**src/rtl/jtag_pkg.sv**
```systemverilog
`default_nettype none
// ============================================================================
// Module   : jtag_pkg
// Brief    : Shared TAP types and constants. This package defines the
//            16-state TAP encoding, the default instruction codes, the BYPASS
//            fill bit and the 1149.1 next-state function.
// Revision : 1.0 - initial release
// ============================================================================
package jtag_pkg;

   typedef enum logic [3:0] {
      S_TLR      = 4'h0,
      S_RTI      = 4'h1,
      S_SEL_DR   = 4'h2,
      S_CAP_DR   = 4'h3,
      S_SH_DR    = 4'h4,
      S_EX1_DR   = 4'h5,
      S_PAUSE_DR = 4'h6,
      S_EX2_DR   = 4'h7,
      S_UPD_DR   = 4'h8,
      S_SEL_IR   = 4'h9,
      S_CAP_IR   = 4'hA,
      S_SH_IR    = 4'hB,
      S_EX1_IR   = 4'hC,
      S_PAUSE_IR = 4'hD,
      S_EX2_IR   = 4'hE,
      S_UPD_IR   = 4'hF
   } tap_state_e;

   localparam logic [3:0]  c_IR_IDCODE      = 4'h1;
   localparam logic [3:0]  c_IR_GPIO_DATA   = 4'h2;
   localparam logic [3:0]  c_IR_GPIO_CONFIG = 4'h3;
   localparam logic [31:0] c_IDCODE_VALUE   = 32'h1000_0001;
   // The BYPASS instruction is every IR bit set to this value.
   localparam logic        c_BYPASS_BIT     = 1'b1;

   // 1149.1 TAP transition table.
   function automatic tap_state_e tap_next(input tap_state_e s, input logic tms);
      tap_state_e n;
      case (s)
         S_TLR:      n = tms ? S_TLR    : S_RTI;
         S_RTI:      n = tms ? S_SEL_DR : S_RTI;
         S_SEL_DR:   n = tms ? S_SEL_IR : S_CAP_DR;
         S_CAP_DR:   n = tms ? S_EX1_DR : S_SH_DR;
         S_SH_DR:    n = tms ? S_EX1_DR : S_SH_DR;
         S_EX1_DR:   n = tms ? S_UPD_DR : S_PAUSE_DR;
         S_PAUSE_DR: n = tms ? S_EX2_DR : S_PAUSE_DR;
         S_EX2_DR:   n = tms ? S_UPD_DR : S_SH_DR;
         S_UPD_DR:   n = tms ? S_SEL_DR : S_RTI;
         S_SEL_IR:   n = tms ? S_TLR    : S_CAP_IR;
         S_CAP_IR:   n = tms ? S_EX1_IR : S_SH_IR;
         S_SH_IR:    n = tms ? S_EX1_IR : S_SH_IR;
         S_EX1_IR:   n = tms ? S_UPD_IR : S_PAUSE_IR;
         S_PAUSE_IR: n = tms ? S_EX2_IR : S_PAUSE_IR;
         S_EX2_IR:   n = tms ? S_UPD_IR : S_SH_IR;
         S_UPD_IR:   n = tms ? S_SEL_DR : S_RTI;
         default:    n = S_TLR;
      endcase
      return n;
   endfunction

endpackage
`default_nettype wire

```
**src/rtl/jtag_tap_fsm.sv**
```systemverilog
`default_nettype none
// ============================================================================
// Module   : jtag_tap_fsm
// Brief    : TAP state register, next-state logic and state-decode strobes.
//            The strobes are registered from the next state, so each output
//            is a clean flop equal to the decode of the current state.
// Revision : 1.0 - initial release
// ============================================================================
module jtag_tap_fsm
   import jtag_pkg::*;
(
   input  logic clk,
   input  logic rst,
   input  logic i_tms,
   output logic o_test_logic_reset,
   output logic o_capture_dr,
   output logic o_shift_dr,
   output logic o_update_dr,
   output logic o_capture_ir,
   output logic o_shift_ir,
   output logic o_update_ir
);

   tap_state_e r_state;
   tap_state_e w_next;
   logic       r_tlr;
   logic       r_cap_dr;
   logic       r_sh_dr;
   logic       r_upd_dr;
   logic       r_cap_ir;
   logic       r_sh_ir;
   logic       r_upd_ir;

   // Next state from the current state and TMS.
   always_comb begin
      w_next = tap_next(r_state, i_tms);
   end

   // State register with strobes registered alongside it.
   always_ff @(posedge clk) begin
      if (rst) begin
         r_state  <= S_TLR;
         r_tlr    <= 1'b1;
         r_cap_dr <= 1'b0;
         r_sh_dr  <= 1'b0;
         r_upd_dr <= 1'b0;
         r_cap_ir <= 1'b0;
         r_sh_ir  <= 1'b0;
         r_upd_ir <= 1'b0;
      end else begin
         r_state  <= w_next;
         r_tlr    <= (w_next == S_TLR);
         r_cap_dr <= (w_next == S_CAP_DR);
         r_sh_dr  <= (w_next == S_SH_DR);
         r_upd_dr <= (w_next == S_UPD_DR);
         r_cap_ir <= (w_next == S_CAP_IR);
         r_sh_ir  <= (w_next == S_SH_IR);
         r_upd_ir <= (w_next == S_UPD_IR);
      end
   end

   assign o_test_logic_reset = r_tlr;
   assign o_capture_dr       = r_cap_dr;
   assign o_shift_dr         = r_sh_dr;
   assign o_update_dr        = r_upd_dr;
   assign o_capture_ir       = r_cap_ir;
   assign o_shift_ir         = r_sh_ir;
   assign o_update_ir        = r_upd_ir;

endmodule
`default_nettype wire

```
**src/rtl/jtag_tap_ctrl.sv**
```systemverilog
`default_nettype none
// ============================================================================
// Module   : jtag_tap_ctrl
// Brief    : TAP controller for the GPIO scan chains. It contains the
//            instruction register, the IDCODE and BYPASS data registers,
//            the instruction decodes and the TDO mux.
// Revision : 1.0 - initial release
// ============================================================================
module jtag_tap_ctrl
   import jtag_pkg::*;
#(
   parameter int                 IR_BITS        = 4,
   parameter logic [31:0]        IDCODE_VALUE   = c_IDCODE_VALUE,
   parameter logic [IR_BITS-1:0] IR_IDCODE      = IR_BITS'(c_IR_IDCODE),
   parameter logic [IR_BITS-1:0] IR_GPIO_DATA   = IR_BITS'(c_IR_GPIO_DATA),
   parameter logic [IR_BITS-1:0] IR_GPIO_CONFIG = IR_BITS'(c_IR_GPIO_CONFIG)
) (
   input  logic tck,
   input  logic reset,
   input  logic tms,
   input  logic tdi,
   output logic tdo,
   output logic tdo_ena,
   input  logic gpios_tdo,
   output logic test_logic_reset,
   output logic capture_dr,
   output logic shift_dr,
   output logic update_dr,
   output logic gpio_data_ir,
   output logic gpio_config_ir
);

   localparam logic [IR_BITS-1:0] c_BYPASS_CODE = {IR_BITS{c_BYPASS_BIT}};

   logic               w_tlr;
   logic               w_cap_dr;
   logic               w_sh_dr;
   logic               w_upd_dr;
   logic               w_cap_ir;
   logic               w_sh_ir;
   logic               w_upd_ir;
   logic [IR_BITS-1:0] r_ir;
   logic [IR_BITS-1:0] r_ir_sr;
   logic [31:0]        r_idcode_sr;
   logic               r_bypass;
   logic               w_sel_idcode;
   logic               w_sel_data;
   logic               w_sel_config;
   logic               w_sel_bypass;
   logic               w_tdo;

   jtag_tap_fsm u_fsm (
      .clk                (tck),
      .rst                (reset),
      .i_tms              (tms),
      .o_test_logic_reset (w_tlr),
      .o_capture_dr       (w_cap_dr),
      .o_shift_dr         (w_sh_dr),
      .o_update_dr        (w_upd_dr),
      .o_capture_ir       (w_cap_ir),
      .o_shift_ir         (w_sh_ir),
      .o_update_ir        (w_upd_ir)
   );

   // Instruction decodes come from the latched IR only; any code that is
   // not one of the three named instructions falls through to BYPASS.
   assign w_sel_idcode = (r_ir == IR_IDCODE);
   assign w_sel_data   = (r_ir == IR_GPIO_DATA);
   assign w_sel_config = (r_ir == IR_GPIO_CONFIG);
   assign w_sel_bypass = (r_ir == c_BYPASS_CODE) ||
                         !(w_sel_idcode || w_sel_data || w_sel_config);

   // Instruction register and its shift stage; TLR reloads IDCODE.
   always_ff @(posedge tck) begin
      if (reset || w_tlr) begin
         r_ir    <= IR_IDCODE;
         r_ir_sr <= '0;
      end else begin
         if (w_cap_ir) begin
            r_ir_sr <= IR_BITS'(2'b01);
         end else if (w_sh_ir) begin
            r_ir_sr <= {tdi, r_ir_sr[IR_BITS-1:1]};
         end
         if (w_upd_ir) begin
            r_ir <= r_ir_sr;
         end
      end
   end

   // IDCODE data register, active only while IDCODE is selected.
   always_ff @(posedge tck) begin
      if (reset) begin
         r_idcode_sr <= IDCODE_VALUE;
      end else if (w_sel_idcode) begin
         if (w_cap_dr) begin
            r_idcode_sr <= IDCODE_VALUE;
         end else if (w_sh_dr) begin
            r_idcode_sr <= {tdi, r_idcode_sr[31:1]};
         end
      end
   end

   // BYPASS flop, active only while BYPASS is selected.
   always_ff @(posedge tck) begin
      if (reset) begin
         r_bypass <= 1'b0;
      end else if (w_sel_bypass) begin
         if (w_cap_dr) begin
            r_bypass <= 1'b0;
         end else if (w_sh_dr) begin
            r_bypass <= tdi;
         end
      end
   end

   // TDO mux: the selected chain's LSB while shifting, otherwise 0.
   always_comb begin
      w_tdo = 1'b0;
      if (w_sh_ir) begin
         w_tdo = r_ir_sr[0];
      end else if (w_sh_dr) begin
         if (w_sel_idcode) begin
            w_tdo = r_idcode_sr[0];
         end else if (w_sel_data || w_sel_config) begin
            w_tdo = gpios_tdo;
         end else begin
            w_tdo = r_bypass;
         end
      end
   end

   assign tdo              = w_tdo;
   assign tdo_ena          = w_sh_ir | w_sh_dr;
   assign test_logic_reset = w_tlr;
   assign capture_dr       = w_cap_dr;
   assign shift_dr         = w_sh_dr;
   assign update_dr        = w_upd_dr;
   assign gpio_data_ir     = w_sel_data;
   assign gpio_config_ir   = w_sel_config;

endmodule
`default_nettype wire

```
**config.mk**
```make
export PLATFORM = sky130hd
export DESIGN_NAME = jtag_tap_ctrl
export DESIGN_NICKNAME = d
export VERILOG_FILES = /design/src/rtl/jtag_pkg.sv /design/src/rtl/jtag_tap_fsm.sv /design/src/rtl/jtag_tap_ctrl.sv
export SDC_FILE = /design/constraint.sdc
export NUM_CORES = 1
export LEC_CHECK = 0
export CAP_MARGIN = 0
export CORE_UTILIZATION = 50
export DETAILED_ROUTE_END_ITERATION = 16
export PLACE_DENSITY_LB_ADDON = 0.2
export SKIP_CTS_REPAIR_TIMING = 1
export SKIP_LAST_GASP = 1
export SYNTH_ARGS = -nofsm -noshare
export SYNTH_HDL_FRONTEND = slang
export SYNTH_SLANG_ARGS = --single-unit
```
**constraint.sdc**
```tcl
create_clock -name tck -period 1.3 [get_ports tck]
set_clock_uncertainty 0.15 [all_clocks]
set_input_delay 0.39 -clock tck [delete_from_list [all_inputs] [get_ports tck]]
set_output_delay 0.39 -clock tck [all_outputs]
set_load 0.03 [all_outputs]
```
---- After elaboration in Yosys (flattened, before gate mapping) ----
Cells that the tools add are included.
storage, ports and cells
  bits in registers ....................... 52
  input port bits ......................... 5
  output and inout port bits .............. 8
  logic and storage cells ................. 78
operators by class
  equality and inequality tests ........... 25
  muxes and demuxes ....................... 23
  bitwise logic cells ..................... 1
  reduce and logical (&&, ||, !) cells .... 16
operators by type and width
  cell                                                                    number
  32-bit 2-to-1 mux                                                       2
  4-bit equality test (second input constant)                             13
  4-bit case mux with 12 select lines                                     1
  4-bit by 2-bit equality test with 1-bit output (second input constant)  5
  4-bit by 3-bit equality test with 1-bit output (second input constant)  5
  4-bit 2-to-1 mux                                                        4
  1-bit 2-to-1 mux                                                        11
  4-bit by 1-bit equality test with 1-bit output (second input constant)  2
  4-bit zero test                                                         2
  2-bit 2-to-1 mux                                                        3
  3-bit 2-to-1 mux                                                        2
  2-bit OR reduction                                                      3
  1-bit logical OR                                                        5
  2-bit AND reduction                                                     2
  2-bit nonzero test                                                      2
  3-bit OR reduction                                                      1
  1-bit zero test                                                         1
  1-bit OR                                                                1

---- Longest topological paths before layout ----
Gate-level depths: netlist of run 1.
  depth in word-level cells ............... 6
  gate-level depth with buffers ........... 6
  gate-level depth less buffers ........... 4

---- Modules after synthesis ----
From an unflattened synthesis of run 1, not the netlist that was laid out.
unflattened totals
  cell total of the unflattened synthesis .. 253
  area, all modules ....................... 2238.4 um2
by module, submodules not included
  module         times used  cells each  area each (um2)  seq. area each (um2)
  jtag_tap_ctrl  1           191         1676.6           820.8
  jtag_tap_fsm   1           62          561.8            220.2

---- Worst setup path after synthesis of run 1 ----
Ideal clock, no wire load.
  path kind ............................... flip-flop to output port
  from .................................... register r_ir[1]
  to ...................................... output tdo
  data arrival time ....................... 1.405 ns
  required time ........................... 0.760 ns
  slack ................................... -0.645 ns
  stages on the path, launching flop included .. 5
  buffers on the path ..................... 0
  cells stage by stage .................... dfxtp_1 -> nor2b_1 -> o21ai_0 -> o211ai_1 -> o21ai_0
on the way
  cells in the longest elaborated chain, start to end .. 6
  elaborated cells between the ends (all ways) .. 8
  classes of those cells .................. 3 x eq/ne; 4 x mux; 1 x reduce/logical
RTL lines
  element                                                                   RTL line                                  text
  start: declaration                                                        jtag_tap_ctrl.sv:42                       logic [IR_BITS-1:0] r_ir;
  start signal: assignment                                                  jtag_tap_ctrl.sv:85                       r_ir <= r_ir_sr;
  4-bit by 2-bit equality test with 1-bit output, on equally long branches  jtag_tap_ctrl.sv:68, jtag_tap_ctrl.sv:69
  1-bit logical OR                                                          jtag_tap_ctrl.sv:124                      end else if (w_sel_data || w_sel_config) begin
  1-bit 2-to-1 mux                                                          jtag_tap_ctrl.sv:124
  1-bit 2-to-1 mux *                                                        jtag_tap_ctrl.sv:122                      if (w_sel_idcode) begin
  1-bit 2-to-1 mux *                                                        jtag_tap_ctrl.sv:121                      end else if (w_sh_dr) begin
  1-bit 2-to-1 mux *                                                        jtag_tap_ctrl.sv:119                      if (w_sh_ir) begin
  end: declaration                                                          jtag_tap_ctrl.sv:22                       output logic tdo,
Every way passes the cells marked *; elsewhere a longest branch is shown, timed or not.

---- Worst setup path in the final report of run 1 ----
  from .................................... register r_ir[2]
  to ...................................... output tdo
The elaborated chain is that of the path after synthesis.

==> impl_results.md, run 1 <==
- Status: finished, violations left
- Failing checks: negative setup slack
- Worst Slack Setup Final: -0.5676 ns
- PwrDens: between 900 and 1000 nW/um2
- Max stage delay on crit path: between 0.3 and 0.4 ns
- Multi-input logic area: 1117 um2
- Post-Route WL: 4746 um
- Crit path buf inv count: 1
- CTS sink count: between 50 and 60
- Setup CP Type: reg2out
- Full die area: 4632 um2
- Nets: ~300
- Top_reg_cell synth: dfxtp_1
- Layout fillers: 320
- Crit share post-route: 1.437
- CP Capture Type: output pin
- Post-Syn Instances: 252
- Clock Pin Slew Worst Setup and Hold Paths: 0.09 ns
- Final hold vios: 0
- Seq cells post-synth: 52
- Crit path cell chain: nor2_4 -> o21a_1 -> o211ai_1 -> o21ai_2 -> buf_6
- FF+latch area: 1070 um2
- Yosys warns: 0
- RSZ-0062 raised after global routing: yes
- ANT cells: 0
- Clk buf depth: 2
- Port Buffers: 12
- Setup violations, final: 39
- CTS Root Cell: clkbuf_8
- CP Launch Type: register
- Static Leakage: approximately 1.0 nW
- Post-Syn Nets: ~260
- CTS Buf Count: 5
- Layout Utilization: 0.7152
- HP Class: reg2reg
- Post-synth ARST share: 0
- CP required: 0.76 ns
- DRT iter0 DRCs: 129
- Skew-Pair Late Insertion Delay: around 0.3 ns
- DIE HEIGHT: between 60 and 70 um
- Vias per cell: 5.526
- Top delay family on crit path: compound AO/OA/AOI/OAI gates
- Synth top area share: 0.4771
- Core area: 4086 um2
- DR pass1 iterations: 4
- EDFF count, synth: 0
- Starting density of the core: 0.5340
- Grt ovf: 0
- Final Hold Slack: 0.3062 ns
- Max cap viols: 0
- Peak VDD IR: roughly 0.70 mV
- Crit path max fanout: 3
- Die width: 68.06 um
- First-pass GRT wire length: 6996 um
- Cell Rows: 23
- Largest area contributor in the netlist: dfxtp_1
- CTS H-Tree Depth: 2
- Initial antenna violation count: 0
- Antenna Nets Post-Route: 0
- Fmax: roughly 0.54 GHz
- Sequential fraction of the synthesis area: 0.4771
- HPWL Detailed: 2709 um
- Vias in the first global route: 1638
- Top post-synthesis cells by area: dfxtp_1, nand3b_1, a21oi_1
- Post-Syn Area: 2182 um2
- Avg WL per Cell: 13.88 um
- Slew HR: 0.7877
- TritonCTS clock tree: yes
- Gpl congestion: slightly above 0.8
- Share of cells above drive strength 1: 0.3253
- Min cycle time layout: 1.868 ns
- Residual DRC: 0
- Yosys cell types: 41
- Most instantiated library cell after synthesis: dfxtp_1
- I/O Pins: 13
- Max Slew Vio Count: 0
- Overall Global Routing Usage: 0.2004
- Largest net degree at the start of global routing: 33
- Vias post-DR: 1890
- Syn-to-layout area delta: 33.94%
- Critical Path AT: between 1 and 1.5 ns
- CP max-delay cell: dfxtp_2
- Slew @ Worst Pin: 0.3165 ns
- Post-synth top cells: dfxtp_1, nand2_1, a21oi_1
- Mean Syn Cell Area: 8.659 um2
==> registers in the layout, summed over array words and instances, names as in the netlist <==
register / count
r_bypass: 1
r_idcode_sr: 32
r_ir: 4
r_ir_sr: 4
u_fsm.o_capture_dr: 1
u_fsm.o_capture_ir: 1
u_fsm.o_shift_dr: 1
u_fsm.o_shift_ir: 1
u_fsm.o_test_logic_reset: 1
u_fsm.o_update_dr: 1
u_fsm.o_update_ir: 1
u_fsm.r_state: 4
==> where the power goes <==
part / total, mW / internal (mW) / switching (mW)
logic: 0.291 / 0.148 / 0.143
registers: 1.63 / 1.60 / 0.0232
clock network: 0.888 / 0.385 / 0.503
==> per-layer routing <==
metal | global-route usage | routed length [um] | up-vias | share of wire
li1 | - | - | 958 | -
met1 | 0.2402 | 2163 | 894 | 0.46
met2 | 0.3407 | 2385 | 31 | 0.50
met3 | 0.04500 | 128 | 7 | 0.027
met4 | 0.08594 | 68 | 0 | 0.014
met5 | 0 | 0 | - | 0
==> metrics by stage <==
| stage | area (um2) | std cells | total power, mW | worst slack [ns] | TNS (ns) |
|---|---|---|---|---|---|
| 2_1_floorplan | 2203 | 252 | 1.787 | -0.2631 | -4.304 |
| 4_1_cts | 2626 | 332 | 2.753 | -0.6959 | -10.06 |
| 5_1_grt | 2923 | 342 | 2.919 | -0.6383 | -12.10 |
| 3_3_place_gp | 2541 | 324 | 1.881 | -0.6803 | -16.28 |
| 6_report | 2923 | 342 | 2.805 | -0.5676 | -9.433 |
| 3_5_place_dp | 2541 | 324 | 1.883 | -0.6952 | -16.58 |
==> final timing paths <==
path	start	endpoint	slack, ns	cells past startpoint
max	r_ir[2]	tdo	-0.57	5
min	r_idcode_sr[19]	r_idcode_sr[19]	0.31	2
max reg2reg	r_ir[2]	r_idcode_sr[14]	-0.28	7
min reg2reg	r_idcode_sr[19]	r_idcode_sr[19]	0.31	2
==> cell usage in the layout, fill, tap and decap left out, drive strengths merged, types with 5 or more instances in the layout <==
| cell type | instances |
|---|---|
| nand2 | 38 |
| o21ai | 5 |
| nor4 | 5 |
| a21oi | 34 |
| nand3b | 30 |
| clkbuf | 9 |
| dfxtp | 52 |
| buf | 49 |
| nor2 | 13 |
| mux2i | 7 |
| nor3 | 8 |
==> cells by family after synthesis <==
logic type,share of synthesized area
DFF,0.4771
buffers and inverters,0.05733
AOI/OAI and AO/OA,0.1456
muxes,0.03727
xor gates and xnor gates,0.008029
and+or+nand+nor,0.2747
==> area by class of cell <==
| cell class | count | share of cell area |
|---|---|---|
| Clock inverter | 1 | 0.002997 |
| Tap cell | 50 | 0.02140 |
| Inverter | 3 | 0.003853 |
| Multi-Input combinational cell | 174 | 0.3823 |
| Timing Repair Buffer | 55 | 0.1973 |
| Sequential cell | 52 | 0.3660 |
| Clock buffer | 7 | 0.02611 |
==> tightest hold or removal path, cell delays in order (launching register included) <==
cell	delay [ns]
dfxtp_1	0.32
nand2_1	0.05
a21oi_1	0.05
(Power assumes the default switching activity.)
==> run 2, diff against run 1 <==
TNS_END_PERCENT = 1   (was default)
==> impl_results.md, run 2 (synthesis gave the netlist of run 1 again) <==
- DR pass1 iterations: 4 (unchanged)
- Most common cell after layout, fill and taps aside: dfxtp_1
- Layout Utilization: 0.6473 (-0.06797)
- Residual DRC: 0 (unchanged)
- I/O Pins: 13 (unchanged)
- Peak VDD IR: 0.5871 mV (-17%)
- Post-route cell area: 2645 um2 (-9.5%)
- Die width: 68.06 um (unchanged)
- R2R Setup Slk: -0.20 ns (+0.08 ns)
- DIE HEIGHT: 68.06 um (unchanged)
- Overall Global Routing Usage: 0.1943 (-0.006083)
- Largest register FFs: 32 (unchanged)
- Largest net degree at the start of global routing: 33 (unchanged)
- Max cap viols: 0 (unchanged)
- Total power: 2.799 mW (-0.19%)
- CP required: 0.76 ns (about the same)
- Clock Pin Slew Worst Setup and Hold Paths: 0.09 ns (about the same)
- Vias per cell: 5.295 (-4.2%)
- Hold Startpoint: r_idcode_sr[11]
- Gpl congestion: 0.7825 (-5.7%)
- Starting density of the core: 0.5340 (unchanged)
- Fmax: 0.5331 GHz (-0.45%)
- Most frequent cells in the layout: dfxtp_1, nand2_1, buf_4, a21oi_1, nand3b_1
- TritonCTS clock tree: yes
- Vias post-DR: 1758 (-7.0%)
- ANT cells: 0 (unchanged)
- Cell Rows: 23 (unchanged)
- Failing checks: negative setup slack
- Slew HR: 0.7940 (+0.006270)
- Skew-Pair Late Insertion Delay: 0.30 ns (about the same)
- PwrDens: 1058 nW/um2 (+10%)
- Port Buffers: 12 (unchanged)
- CTS Root Cell: clkbuf_8
- CP Launch Type: register
- HP Class: reg2reg
- CTS sink count: 52 (unchanged)
- Post-DP Area: 2535 um2 (-0.25%)
- Worst Slack Setup Final: -0.5759 ns (-0.008389 ns)
- Worst Hold Depth: 2 (unchanged)
- Critical Path AT: 1.34 ns (about the same)
- Hold endpoint: r_idcode_sr[11]
- Crit path max fanout: 5 (+2)
- Final hold vios: 0 (unchanged)
- RSZ-0062 raised after global routing: yes
- Full die area: 4632 um2 (unchanged)
- Clk buf depth: 2 (unchanged)
- Post-Route WL: 4097 um (-14%)
- Status: finished, violations left
- HPWL Detailed: 2671 um (-1.4%)
- First-pass GRT wire length: 6782 um (-3.1%)
- Grt ovf: 0 (unchanged)
- Terminus of the critical flop-to-flop path: r_idcode_sr[3]
- Static Leakage: 0.9282 nW (-10%)
- CTS Buf Count: 5 (unchanged)
- Slew @ Worst Pin: 0.3012 ns (-0.01528 ns)
- Initial antenna violation count: 0 (unchanged)
- Setup violations, final: 58 (+49%)
- Vias in the first global route: 1529 (-6.7%)
- Share of cells above drive strength 1: 0.2128 (-0.1126)
- Max Slew Vio Count: 0 (unchanged)
- Top reg by flops: r_idcode_sr
- DRT iter0 DRCs: 103 (-20%)
- FF-to-FF path depth: 6 (-1)
- Avg WL per Cell: 12.34 um (-11%)
- CTS H-Tree Depth: 2 (unchanged)
- Crit share post-route: 1.443 (+0.006453)
- Min cycle time layout: 1.876 ns (+0.008389 ns)
- Antenna Nets Post-Route: 0 (unchanged)
- Core area: 4086 um2 (unchanged)
- Syn-to-layout area delta: 21.22%
- Setup TNS Final: -9.251 ns (+0.1827 ns)
- R2r startpoint: r_ir[2]
- Pre-CTS WS: -0.7135 ns (-0.01828 ns)
- Setup CP Type: reg2out
- Nets: 286 (-3.4%)
- CP Capture Type: output pin
[run 2: changes by cell type in the layout (fill, tap and decap cells not counted), sizes merged]
cell           change
buf                -8
clkbuf             -2
clkdlybuf4s50      +2
dlymetal6s2s       -2
clkinv             -1
clkinvlp           +1
[run 2: cell type report]
cell class | count | area (um2)
multi-input cells | 174 | 1025
flip-flops and latches | 52 | 1049
repair buffers | 45 | 404.1
inverters | 3 | 11.26
well taps | 50 | 62.56
clock buffers | 7 | 86.33
clock inverters | 1 | 7.507
fillers | 351 | 1441
[run 2: layer usage]
metal / GRT usage / part of all wire / vias up
met5: 0 / 0 / -
met4: 0.07031 / 0.016 / 0
met3: 0.05000 / 0.027 / 6
met2: 0.3015 / 0.44 / 18
met1: 0.2579 / 0.52 / 799
li1: - / - / 935
[run 2: worst max-delay path by stage]
| stage | depth (start not counted) | startpoint | endpoint |
|---|---|---|---|
| floorplan | 4 | r_ir[1] | tdo |
| global placement | 6 | gpios_tdo | tdo |
| detailed placement | 6 | gpios_tdo | tdo |
| CTS | 6 | gpios_tdo | tdo |
| global route | 5 | r_ir[2] | tdo |
| finish | 5 | r_ir[0] | tdo |
[run 2: worst max-delay path, cell delays in order, from the launching register on]
cell and delay, ns:
dfxtp_2 0.35, nor3b_1 0.14, o21ai_1 0.14, o211ai_1 0.11
o21ai_2 0.16, buf_6 0.14
[run 2: power breakdown]
group	switching [mW]	internal, mW	total (mW)	leakage (nW)
Combinational	0.113	0.105	0.218	0.462
Sequential	0.0213	1.61	1.63	0.422
Clock	0.520	0.433	0.954	0.0445
[run 2: through the flow]
stage               instances  hold slack [ns]
floorplan                 252           0.2820
global placement          324           0.2867
detailed placement        324           0.2899
CTS                       332           0.3033
global route              332           0.3164
finish                    332           0.3000
==> run 3, diff against run 2 <==
SYNTH_HIERARCHICAL = 1   (was default)
==> impl_results.md, run 3 <==
- Layout Utilization: 0.6286 (-0.01865)
- Sequential fraction of the synthesis area: 0.4651 (-0.01200)
- Largest area contributor in the netlist: dfxtp_1
- CTS H-Tree Depth: 2 (unchanged)
- Mean Syn Cell Area: 8.847 um2 (+2.2%)
- RSZ-0062 raised after global routing: yes
- Avg WL per Cell: 13.13 um (+6.4%)
- HPWL Detailed: 2739 um (+2.6%)
- Max cap viols: 0 (unchanged)
- Hold endpoint: r_idcode_sr[26]
- DIE HEIGHT: 68.91 um (+1.2%)
- FF+latch area: 1046 um2 (-0.24%)
- Cell Int Power: 2.097 mW (-2.2%)
- Yosys warns: 6 (+6)
- Vias per cell: 5.359 (+1.2%)
- DR pass1 iterations: 4 (unchanged)
- Seq cells post-synth: 52 (unchanged)
- Combinational share of power: 0.084 (+0.006)
- Port Buffers: 12 (unchanged)
- FF-to-FF path depth: 6 (unchanged)
- Post-Syn Nets: 258 (+0.39%)
- Syn-to-layout area delta: 16.38%
- Sw Ratio: 0.2440 (+0.01008)
- Largest net degree at the start of global routing: 34 (+3.0%)
- Top reg by flops: r_idcode_sr
- CTS Root Cell: clkbuf_8
- Terminus of the critical flop-to-flop path: r_idcode_sr[29]
- CP Capture Type: output pin
- Initial antenna violation count: 0 (unchanged)
- Full die area: 4749 um2 (+2.5%)
- Clk pwr share: 0.327 (-0.014)
- Vias post-DR: 1747 (-0.63%)
- PwrDens: 1065 nW/um2 (+0.61%)
- Crit path cell chain: nor2_4 -> o21a_1 -> o211ai_1 -> o21ai_2 -> buf_6
- NetSw: 0.6767 mW (+3.4%)
- Max stage delay on crit path: 0.34 ns (about the same)
- Crit path buf inv count: 1 (unchanged)
- CP Launch Type: register
- Layout fillers: 373 (+6.3%)
- Critical Path AT: 1.33 ns (about the same)
- Sequential Power Share: 0.589 (+0.008)
- Status: finished, violations left
- Top_reg_cell synth: dfxtp_1
- Slew HR: 0.7451 (-0.04893)
- Synth top area share: 0.4651 (-0.01200)
- Top delay family on crit path: compound AO/OA/AOI/OAI gates
- R2R Setup Slk: -0.21 ns (about the same)
- Cell Rows: 23 (unchanged)
- CP required: 0.76 ns (about the same)
- Top post-synthesis cells by area: dfxtp_1, nand3b_1, a21oi_1
- Min cycle time layout: 1.873 ns (-0.002581 ns)
- Setup violations, final: 54 (-6.9%)
- Fmax: 0.5338 GHz (+0.14%)
- Nets: 280 (-2.1%)
- Yosys cell types: 41 (unchanged)
- Most common cell after layout, fill and taps aside: dfxtp_1
- Clk buf depth: 2 (unchanged)
- Post-synth ARST share: 0 (unchanged)
- R2r startpoint: r_ir[2]
- Share of cells above drive strength 1: 0.2101 (-0.002621)
- CP max-delay cell: dfxtp_2
- Worst Slack Setup Final: -0.5734 ns (+0.002581 ns)
- Final hold vios: 0 (unchanged)
- Crit share post-route: 1.441 (-0.001985)
- Vias in the first global route: 1610 (+5.3%)
- Post-Syn Area: 2238 um2 (+2.6%)
- Skew-Pair Late Insertion Delay: 0.31 ns (about the same)
- HP Class: reg2reg
- Worst Hold Depth: 2 (unchanged)
- DRT iter0 DRCs: 120 (+17%)
- Core area: 4144 um2 (+1.4%)
- Setup TNS Final: -9.987 ns (-0.7360 ns)
- Post-Syn Instances: 253 (+0.40%)
- CTS sink count: 52 (unchanged)
- ANT cells: 0 (unchanged)
- CTS Buf Count: 5 (unchanged)
- Starting density of the core: 0.5402 (+0.006171)
- Failing checks: negative setup slack
- Antenna Nets Post-Route: 0 (unchanged)
- Residual DRC: 0 (unchanged)
- I/O Pins: 13 (unchanged)
- Most frequent cells in the layout: dfxtp_1, nand2_1, a21oi_1, nand3b_1, buf_4
- Slew @ Worst Pin: 0.3818 ns (+0.08066 ns)
- Hold Startpoint: r_idcode_sr[26]
- Crit path max fanout: 3 (-2)
- Multi-input logic area: 1059 um2 (+3.3%)
- First-pass GRT wire length: 6893 um (+1.6%)
- Die width: 68.91 um (+1.2%)
- Overall Global Routing Usage: 0.1970 (+0.002690)
- Largest register FFs: 32 (unchanged)
- Setup CP Type: reg2out
- EDFF count, synth: 0 (unchanged)
- Gpl congestion: 0.8100 (+3.5%)
- Static Leakage: 0.9463 nW (+1.9%)
- Clock Pin Slew Worst Setup and Hold Paths: 0.10 ns (about the same)
- Max Slew Vio Count: 0 (unchanged)
- Peak VDD IR: 0.5150 mV (-12%)
- Most instantiated library cell after synthesis: dfxtp_1
- Post-Route WL: 4282 um (+4.5%)
- Post-synth top cells: dfxtp_1, nand2_1, a21oi_1
- Grt ovf: 0 (unchanged)
- TritonCTS clock tree: yes
[run 3: power by group through the flow]
stage | registers [mW] | clock network [mW] | logic [mW]
CTS | 1.63 | 0.924 | 0.233
floorplan | 1.67 | 0 | 0.153
detailed placement | 1.67 | 0 | 0.233
global route | 1.64 | 0.998 | 0.254
finish | 1.63 | 0.906 | 0.233
global placement | 1.67 | 0 | 0.231
[run 3: worst min-delay path, stage by stage (launching register included)]
cell	delay, ns
dfxtp_1	0.32
nand2_1	0.05
a21oi_1	0.05
[run 3: layout make-up]
type | instances | area share
clock buffers | 5 | 0.02642
inverters | 3 | 0.004323
flip-flops and latches | 52 | 0.4015
repair buffers | 38 | 0.1302
clock inverters | 3 | 0.007205
well taps | 50 | 0.02402
multi-input cells | 175 | 0.4063
[run 3: cells by family (layout without fill, tap and decap cells)]
logic type | count (synthesis) | count (layout) | share of synthesized area
buf+inv | 26 | 49 | 0.06595
simple gates | 115 | 115 | 0.2957
flops | 52 | 52 | 0.4651
mux | 9 | 9 | 0.04081
compound gates | 51 | 51 | 0.1325
[run 3: layer usage]
layer  track usage  up-vias  share of wire
met5             0        -              0
met4       0.07398        0          0.011
met3       0.04934        4          0.022
met2        0.3447       15           0.47
met1        0.2295      813           0.49
li1              -      915              -
[run 3: worst max path at each step]
stage,cells past startpoint,slack (ns),from,endpoint
final,5,-0.57,r_ir[2],tdo
after global routing,5,-0.68,r_ir[2],tdo
after CTS,6,-0.72,gpios_tdo,tdo
after detailed placement,6,-0.72,gpios_tdo,tdo
after global placement,6,-0.67,gpios_tdo,tdo
after floorplan,4,-0.27,r_ir[1],tdo
[run 3: stage by stage]
| step | instances | area (um2) | setup slack, ns | hold WS [ns] | power, mW |
|---|---|---|---|---|---|
| after CTS | 326 | 2591 | -0.7218 | 0.3075 | 2.791 |
| after global routing | 326 | 2605 | -0.6770 | 0.3230 | 2.890 |
| final | 326 | 2605 | -0.5734 | 0.3051 | 2.774 |
| after detailed placement | 318 | 2504 | -0.7212 | 0.2941 | 1.903 |
| after global placement | 318 | 2504 | -0.6679 | 0.2878 | 1.902 |
| after floorplan | 253 | 2245 | -0.2691 | 0.2820 | 1.820 |
==> RTL edit (settings of run 2) <==
Register the output `tdo`, cleared by the reset; this adds one clock of latency there. The other outputs are not delayed to match.
--- a/src/rtl/jtag_tap_ctrl.sv
+++ b/src/rtl/jtag_tap_ctrl.sv
@@ -130,5 +130,11 @@
    end
 
-   assign tdo              = w_tdo;
+   always_ff @(posedge tck) begin
+      if (reset) begin
+         tdo <= '0;
+      end else begin
+         tdo <= w_tdo;
+      end
+   end
    assign tdo_ena          = w_sh_ir | w_sh_dr;
    assign test_logic_reset = w_tlr;
Behaviour: not the same (a bounded check fails within 10 cycles, from zero or initial values and one cycle with reset high).
==> RTL edit against run 2 <==
- the run still ends with negative setup slack left
- count of clock-buffer cells in the layout decreased by 2
- worst setup slack improved by 0.13 ns
- first-iteration DRC count unchanged
- via count decreased by 0.85%
- synthesized cell count increased by 1.6%
- final cell count increased by 0.60%
- total power increased by 0.94%
- sequential cell count increased by 1
- global-route usage decreased by 0.66 points
- area after synthesis increased by 2.0%
- design area about the same
- routed wire length decreased by 0.39%
- highest routed layer unchanged
==> RTL edit: results (changes against run 2) <==
stage,metric,value,unit,change
status,violations,negative setup slack,,
routing,first_pass_iters,4,,unchanged
synth,synthArstFlopShare,0,%,unchanged
critical_path,cp_data_arrival_time,1.20,ns,-0.14 ns
layout,top_register,r_idcode_sr,,
synth,netlist_top_cells_area,"dfxtp_1, nand3b_1, a21oi_1",,
power,leakage,0.936,nW,+0.80%
synth,seq_area_frac_synth,47.7,%,about the same
critical_path,crit_fanout,3,,-2
global_routing,gr-usage-all-layers,18.8,%,-0.66 points
clocking,clock_path_buffers,2,,unchanged
synth,synth_common_cells,"dfxtp_1, nand2_1, a21oi_1, nand3b_1, nor2_1",,
routing,wl_per_cell,12.2,µm,-0.99%
synth,ys_types,41,,unchanged
routing,vias,1743,,-0.85%
synth,yosys_warnings,0,,unchanged
layout,nFillCells,376,,+7.1%
clocking,cts_root_buf,clkbuf_8,,
sta,fin_ws,-0.443,ns,+0.133 ns
placed_design,dpl_cell_area,2540,µm²,+0.35%
status,status,"finished, violations left",,
min_path,hold_path_class,reg -> reg,,
clocking,cts_made_buffers,5,,unchanged
clocking,insertion_delay,0.31,ns,
placed_design,hpwl,2640,µm,-1.1%
placed_design,place.gp.congestion,0.766,,-2.2%
power,ir_drop,0.614,mV,+4.6%
sta,worstMarginPinSlew,0.393,ns,+0.0915 ns
sta,tns,-16.32,ns,-7.07 ns
power,p_switching,0.695,mW,+6.2%
layout,largest_reg_flops,32,,unchanged
layout,drive_gt1_share,20.1,%,-1.2 points
layout,nets,288,,+0.70%
sta,finalSetupViolations,57,,-1.7%
global_routing,grt_pass1_vias,1506,,-1.5%
clocking,clk_pin_slew,0.10,ns,
global_routing,grt_pass1_wl,6610,µm,-2.5%
synth,synth_nets,261,,+1.6%
placed_design,io_buffers,12,,unchanged
RTL edit: cell count changes after synthesis, moves of 2 or more:
cell | before | now
nand2_1 | 38 | 40
buf_6 | 2 | 4
nor2_1 | 12 | 14
buf_4 | 1 | 3
o22ai_1 | 0 | 2
buf_1 | 1 | 3
buf_2 | 7 | 0
o21ai_0 | 5 | 3
RTL edit: layout make-up:
| type | count | area (µm²) | area share, % |
|---|---|---|---|
| inverter | 2 | 7.51 | 0.284 |
| timing repair buffer | 43 | 383 | 14.5 |
| clock inverter | 3 | 22.5 | 0.851 |
| sequential | 53 | 1060 | 40.1 |
| clock buffer | 5 | 68.8 | 2.60 |
| multi-input combinational | 178 | 1040 | 39.4 |
| tap | 50 | 62.6 | 2.36 |
RTL edit: path summary, 6_finish.rpt:
path	from	end	slack [ns]	cells after the start
setup / recovery	r_ir[3]	gpio_config_ir	-0.44	4
hold / removal	r_idcode_sr[9]	r_idcode_sr[9]	0.30	2
setup reg to reg	r_ir[3]	r_idcode_sr[0]	-0.44	5
hold reg to reg	r_idcode_sr[9]	r_idcode_sr[9]	0.30	2
RTL edit: worst max-delay path, cell delays in order (launching register included):
cell     delay (ns)
dfxtp_1        0.32
buf_4          0.14
nor2_4         0.11
and3_2         0.18
buf_4          0.15
RTL edit: layer usage:
metal | vias up | GRT usage [%] | part of all wire (%) | routed length, µm
li1 | 932 | - | - | -
met1 | 784 | 24.1 | 50 | 2060
met3 | 5 | 5.43 | 3.2 | 130
met5 | - | 0 | 0 | 0
met2 | 22 | 30.1 | 45 | 1840
met4 | 0 | 6.12 | 1.3 | 53
RTL edit: logic make-up (layout without fill, tap and decap cells):
group	count (synthesis)	in the layout	share of synthesized area, %
and+or+nand+nor	115	115	28.2
AOI/OAI and AO/OA	53	53	13.6
DFF	53	53	47.7
buffers and inverters	25	53	6.07
muxes	8	8	3.65
xor gates and xnor gates	2	2	0.787
RTL edit: per-stage QoR:
stage / setup WS, ns / std cells
floorplan: -0.416 / 256
global placement: -0.448 / 326
detailed placement: -0.485 / 326
CTS: -0.517 / 334
global route: -0.542 / 334
finish: -0.443 / 334
RTL edit: power groups by stage:
stage,registers [mW],clock network (mW),logic (mW)
2_1_floorplan,1.70,0,0.134
3_3_place_gp,1.70,0,0.227
3_5_place_dp,1.70,0,0.228
4_1_cts,1.66,0.964,0.229
5_1_grt,1.66,1.03,0.250
6_report,1.66,0.938,0.229
